[src/rtl/game_flow_ctrl.sv]
// Mario coin game sequencer: TITLE/PLAY/OVER/CLEAR flow, restart and banner select.
// Optional banner blinking in TITLE/OVER is enabled by defining BANNER_BLINK_EN.
module game_flow_ctrl #(
  parameter int START_LOCK_FRAMES = 30,
  parameter int OVER_FRAMES       = 180,
  parameter int CLEAR_FRAMES      = 300,
  parameter int BLINK_HALF        = 30
) (
  input  logic       clk,
  input  logic       rst,
  input  logic       frame_tick,
  input  logic       start_btn,
  input  logic       game_over,
  input  logic       ending,
  output logic [1:0] game_st,
  output logic       play,
  output logic       new_game,
  output logic [1:0] banner_sel,
  output logic       banner_on
);

  localparam int M0 =
    (START_LOCK_FRAMES > OVER_FRAMES) ?
    START_LOCK_FRAMES : OVER_FRAMES;
  localparam int M1 =
    (CLEAR_FRAMES > BLINK_HALF) ?
    CLEAR_FRAMES : BLINK_HALF;
  localparam int MAXV = (M0 > M1) ? M0 : M1;
  localparam int CW = $clog2(MAXV + 1);

  localparam logic [CW-1:0] LOCK_INIT =
    CW'(START_LOCK_FRAMES);
  localparam logic [CW-1:0] OVER_INIT =
    CW'(OVER_FRAMES);
  localparam logic [CW-1:0] CLEAR_INIT =
    CW'(CLEAR_FRAMES);
  localparam logic [CW-1:0] ONE = CW'(1);
  localparam logic [CW-1:0] ZERO = '0;

  typedef enum logic [1:0] {
    TITLE = 2'd0,
    PLAY  = 2'd1,
    OVER  = 2'd2,
    CLEAR = 2'd3
  } state_t;

  state_t state, next;

  logic          sync1, sync2, sync2_d;
  logic          start_edge;
  logic [CW-1:0] lock, lock_nx;
  logic [CW-1:0] timer, timer_nx;
  logic          play_nx;
  logic          new_game_nx;
  logic [1:0]    banner_sel_nx;
  logic          banner_on_nx;

  // Button is asynchronous: two flops, then a registered rising edge.
  always_ff @(posedge clk or posedge rst) begin
    if (rst) begin
      sync1      <= 1'b0;
      sync2      <= 1'b0;
      sync2_d    <= 1'b0;
      start_edge <= 1'b0;
    end else begin
      sync1      <= start_btn;
      sync2      <= sync1;
      sync2_d    <= sync2;
      start_edge <= sync2 & ~sync2_d;
    end
  end

  always_ff @(posedge clk or posedge rst) begin
    if (rst) begin
      state      <= TITLE;
      lock       <= LOCK_INIT;
      timer      <= ZERO;
      play       <= 1'b0;
      new_game   <= 1'b0;
      banner_sel <= 2'd1;
      banner_on  <= 1'b1;
    end else begin
      state      <= next;
      lock       <= lock_nx;
      timer      <= timer_nx;
      play       <= play_nx;
      new_game   <= new_game_nx;
      banner_sel <= banner_sel_nx;
      banner_on  <= banner_on_nx;
    end
  end

  always_comb begin
    next     = state;
    lock_nx  = lock;
    timer_nx = timer;
    unique case (state)
      TITLE: begin
        if (start_edge && lock == ZERO)
          next = PLAY;
        else if (frame_tick && lock != ZERO)
          lock_nx = lock - ONE;
      end
      PLAY: begin
        if (ending)
          next = CLEAR;
        else if (game_over)
          next = OVER;
      end
      OVER, CLEAR: begin
        if (frame_tick) begin
          if (timer == ONE)
            next = TITLE;
          else if (timer != ZERO)
            timer_nx = timer - ONE;
        end
      end
      default: next = TITLE;
    endcase
    // Entry loads win over any decrement in the same cycle.
    if (next != state) begin
      unique case (next)
        TITLE:   lock_nx  = LOCK_INIT;
        OVER:    timer_nx = OVER_INIT;
        CLEAR:   timer_nx = CLEAR_INIT;
        default: ;
      endcase
    end
  end

  always_comb begin
    play_nx     = (next == PLAY);
    new_game_nx = (state == TITLE) && (next == PLAY);
    unique case (next)
      TITLE:   banner_sel_nx = 2'd1;
      PLAY:    banner_sel_nx = 2'd0;
      OVER:    banner_sel_nx = 2'd2;
      CLEAR:   banner_sel_nx = 2'd3;
      default: banner_sel_nx = 2'd1;
    endcase
  end

`ifdef BANNER_BLINK_EN
  localparam logic [CW-1:0] BLINK_LAST =
    CW'(BLINK_HALF - 1);

  logic [CW-1:0] blink, blink_nx;

  always_ff @(posedge clk or posedge rst) begin
    if (rst)
      blink <= ZERO;
    else
      blink <= blink_nx;
  end

  always_comb begin
    blink_nx     = blink;
    banner_on_nx = banner_on;
    if (next != state) begin
      blink_nx     = ZERO;
      banner_on_nx = (next != PLAY);
    end else begin
      unique case (state)
        TITLE, OVER: begin
          if (frame_tick) begin
            if (blink >= BLINK_LAST) begin
              blink_nx     = ZERO;
              banner_on_nx = ~banner_on;
            end else begin
              blink_nx = blink + ONE;
            end
          end
        end
        PLAY:    banner_on_nx = 1'b0;
        CLEAR:   banner_on_nx = 1'b1;
        default: banner_on_nx = 1'b1;
      endcase
    end
  end
`else
  always_comb begin
    banner_on_nx = (next != PLAY);
  end
`endif

  assign game_st = state;

endmodule

[config.mk]
export PLATFORM = sky130hd
export DESIGN_NAME = game_flow_ctrl
export DESIGN_NICKNAME = d
export VERILOG_FILES = /design/src/rtl/game_flow_ctrl.sv
export SDC_FILE = /design/constraint.sdc
export NUM_CORES = 1
export LEC_CHECK = 0
export CORE_MARGIN = 2
export CORE_UTILIZATION = 57
export DETAILED_ROUTE_END_ITERATION = 12
export GPL_ROUTABILITY_DRIVEN = 1
export HOLD_SLACK_MARGIN = 0.12
export PLACE_DENSITY = 0.79
export RECOVER_POWER = 25
export SETUP_SLACK_MARGIN = 0.5
export SYNTH_ARGS = -nofsm -noshare
export SYNTH_HDL_FRONTEND = slang
export SYNTH_SLANG_ARGS = --single-unit
[constraint.sdc]
create_clock -name clk -period 6.5 [get_ports clk]
set_input_delay 1.625 -clock clk [delete_from_list [all_inputs] [get_ports clk]]
set_output_delay 1.625 -clock clk [all_outputs]
set_load 0.01 [all_outputs]
# [Word level (Yosys, flattened, before mapping)]
# Cells that the tools add are included.
# Widths: inputs -> output; s select.
[classes] n_addsub=2 n_eq_ne=9 muxes=18 bitwise_logic=2 reduce_logical=9
[op_table] op="$mux 9" count=10
[op_table] op="$pmux 9 s2" count=1
[op_table] op="$reduce_bool 9->1" count=2
[op_table] op="$sub 9x1->9 const B" count=2
[op_table] op="$mux 2" count=5
[op_table] op="$eq 9x1->1 const B" count=1
[op_table] op="$logic_not 9->1" count=1
[op_table] op="$eq 2x2->1 const B" count=4
[op_table] op="$pmux 2 s4" count=1
[op_table] op="$pmux 2 s3" count=1
[op_table] op="$eq 2x1->1 const B" count=2
[op_table] op="$logic_not 2->1" count=2
[op_table] op="$logic_and 1x1->1" count=3
[op_table] op="$ne 2x1->1 const B" count=1
[op_table] op="$ne 2x2->1" count=1
[op_table] op="$reduce_or 2->1" count=1
[op_table] op="$and 1x1->1" count=1
[op_table] op="$not 1->1" count=1
[totals] reg_bits=29 inputBits=6 out_inout_bits=7 word_cells=51

# [Logic depth before layout (Yosys ltp)]
[logic_depth] word_depth=7 mapped_depth=11 ltp_nobuf=11

# [Least setup slack after synthesis]
# No wires, ideal clock.
[synth_timing] path_type="in2reg" startpoint="input port frame_tick" endpoint="register timer[1]" setup_time_ns=0.094 t_arrival_ns=3.346 required_time_ns=6.406 slack_ns=3.061 stages=9 path_buffers=0 path_cell_list="nand2_1 > nor4b_4 > or2_2 > inv_2 > ha_1 > nand2_1 > a21oi_1 > or3_1 > a221oi_2"
[synth_between] elab_chain_len=5 elab_cells_between_ends=9 cone_classes="eq/ne: 3; mux: 6"
[synth_lines] element="start: declaration" line="11" rtl="input logic frame_tick,"
[synth_lines] element="$mux 2 *" line="111" rtl="if (frame_tick) begin"
[synth_lines] element="$pmux 2 s3 *" line="97" rtl="unique case (state)"
[synth_lines] element="named net next[1]" line="47" rtl="state_t state, next;"
[synth_lines] element="$eq 2x2->1" line="122" rtl="unique case (next)"
[synth_lines] element="$pmux 9 s2" line="122"
[synth_lines] element="$mux 9 *" line="121" rtl="if (next != state) begin"
[synth_lines] element="named net timer_nx[1]" line="52" rtl="logic [CW-1:0] timer, timer_nx;"
[synth_lines] element="end signal: assignment" line="85" rtl="timer <= timer_nx;"
[synth_lines] element="end: declaration" line="52"
# Mark *: on every way through the listed nets, which the timed path passes. The rest lies on a longest branch.

# [Worst setup path after layout]
# Same ends and word-level chain as after synthesis.

==> impl_metrics.ini <==
[drt]
ant_nets = 0
drt_wl_total_mm = 3.18
first_iter_violations = 39
drc = 0
routedWlPerCell_um = 16.1
routed_via_density = 6.28
num_vias = 1237
first_pass_iters = 5

[power_and_ir_drop]
power_density_nw_per_um2 = 422
ir_worst_vdd_mv = 0.339
total_leakage_power_nw = 0.751

[yosys]
synthesis.nets = 159
yosys_warnings = 0
ys_types = 49
synth_top_area_frac = 0.368
synth_area_um2 = 1570
synth-main-ff-cell = dfrtp_1
ys_ff_latch = 29
seq_area_frac_synth = 0.468
synth_cells = 147
async_flop_share = 1.00
synth_area_leaders = dfrtp_1 (37%), dfstp_2 (10%), ha_1 (4.8%)
synth_edf_count = 0
synth_top_cell_by_area = dfrtp_1
syn_avg_cell_area_um2 = 10.6

[timing]
min_period_ps = 3850
worst_pin_slew_ps = 1110
fmax_ghz = 0.260
skew_ps = 9.56
rsz0062_at_grt = no
hold_viol = 0
slew_violations = 0
relSlewSlack = 0.262
finalSetupTns_ps = 0
setup_viol = 0
post-route-period-util = 0.593

[layout]
area_growth_pct = 13.7
mostFrequentLayoutCells = dfrtp_1 (23), nor2_1 (12), clkdlybuf4s50_1 (10)
post-route-util = 0.663
final_common_cell = dfrtp_1
drive_above_1_share = 0.169
num_antenna_cells = 0
num-nets-final = 177

[global_route]
grt_usage = 0.229
grt_max_degree = 30
antenna_found_initial = 0
grt_pass1_wl_mm = 5.39
overflow = 0
grt_pass1_vias = 1206

[clock_network]
numCtsBuffers = 5
hold_buffers = 0
postCtsSetupRepairBufs = 0
clk_pin_slew_ps = 90
cts_tree = built
htreeDepth = 2
cts_resized = 0
numClockSinks = 29
cts_root_buf = clkbuf_4
cts_buffer_depth = 2
clock_latency_ps = 330

[floorplan]
die_area_um2 = 3180
start_util = 0.583
row_count = 19
ios = 13
fp.dieW_um = 56.4
die_h_um = 56.4
coreArea_um2 = 2690

[critical_path]
crit_family = simple AND/OR/NAND/NOR gates
cpMaxStageDelayCell = clkdlybuf4s50_1
startpoint_type = input pin
cp_num_buf_inv = 2
worstPathRequired_ps = 6740
end_kind = flop
worstPathArrival_ps = 4100
worstSetupPathType = in -> reg
worst-path-max-fanout = 10
crit_top_cell = nand2_1
crit_chain = clkdlybuf4s50_1 > nand2_1 > nor4b_4 > or2_2 > inv_2 > ha_1 > nand2_1 > a21oi_1 > or3_1 > a221oi_2
max_stage_delay_ps = 510

[place]
dpl.hpwl_mm = 2.35
port_buffers = 12
gp_congestion = 0.929

[run]
cap_violations = 0

[min_path]
hold_class = reg -> reg

[run_status]
status = completed
[layer usage]
layer / routed length, µm / GRT usage / vias up
met5: 0 / 0 / -
met4: 106 / 0.139 / 0
met3: 166 / 0.0829 / 10
met2: 1580 / 0.345 / 41
met1: 1330 / 0.281 / 599
li1: - / - / 587
[through the flow]
step / area [µm²] / hold WS (ps) / cells / total power [mW] / setup WS (ps)
CTS: 1800 / 389 / 197 / 0.759 / 2660
global placement: 1720 / 338 / 189 / 0.595 / 2420
finish: 1780 / 385 / 197 / 0.752 / 2650
floorplan: 1570 / 331 / 147 / 0.529 / 3060
detailed placement: 1720 / 371 / 189 / 0.615 / 2310
global route: 1780 / 387 / 197 / 0.806 / 2490
[power breakdown]
group / leakage [nW] / switching, mW / internal [mW]
Clock: 0.0422 / 0.0617 / 0.0805
Combinational: 0.357 / 0.152 / 0.133
Sequential: 0.352 / 0.0695 / 0.255
[area by class of cell]
type                            count  area, µm²
Sequential cell                    29        733
Multi-Input combinational cell    108        778
Inverter                            9       33.8
Fill cell                         207        906
Clock buffer                        6       41.3
Clock inverter                      2       35.0
Tap cell                           31       38.8
Timing Repair Buffer               12        120
[synth_stat cells (all sizes together), types with 2 or more instances]
library cell  instances
nor4                  3
nand2                 9
nor4b                 2
inv                   9
o211ai                3
o21a                  2
o2bb2ai               2
o31a                  2
dfstp                 6
a21oi                 6
nor3                  3
xor2                  3
o31ai                 4
xnor2                 3
dfrtp                23
nor3b                 3
nand4b                2
or2                   2
a31o                  2
o21bai                4
or4                   4
nor2                 12
ha                    6
nand2b                3
or3b                  2
o21ai                 6
nand3                 2
o311ai                2
or3                   4
[registers in the layout, summed over array words and instances (netlist names), 2 cells and up]
register	cells
banner_sel	2
game_st	2
lock	9
timer	9
[cells by family after synthesis]
group | share of synthesized area
xor gates and xnor gates | 0.0336
DFF | 0.468
muxes | 0.00640
adders and majority gates | 0.0480
and+or+nand+nor | 0.218
buffers and inverters | 0.0248
AOI/OAI and AO/OA | 0.201
[final timing paths]
kind	start	to	slack [ps]	depth (start not counted)
max	frame_tick	timer[1]	2650	10
min	sync1	sync2	380	0
max reg2reg	lock[0]	timer[5]	3230	10
min reg2reg	sync1	sync2	380	0
max in group asynchronous	rst	timer[8]	3820	2
min in group asynchronous	rst	sync2	2010	2
(Power assumes the default switching activity.)
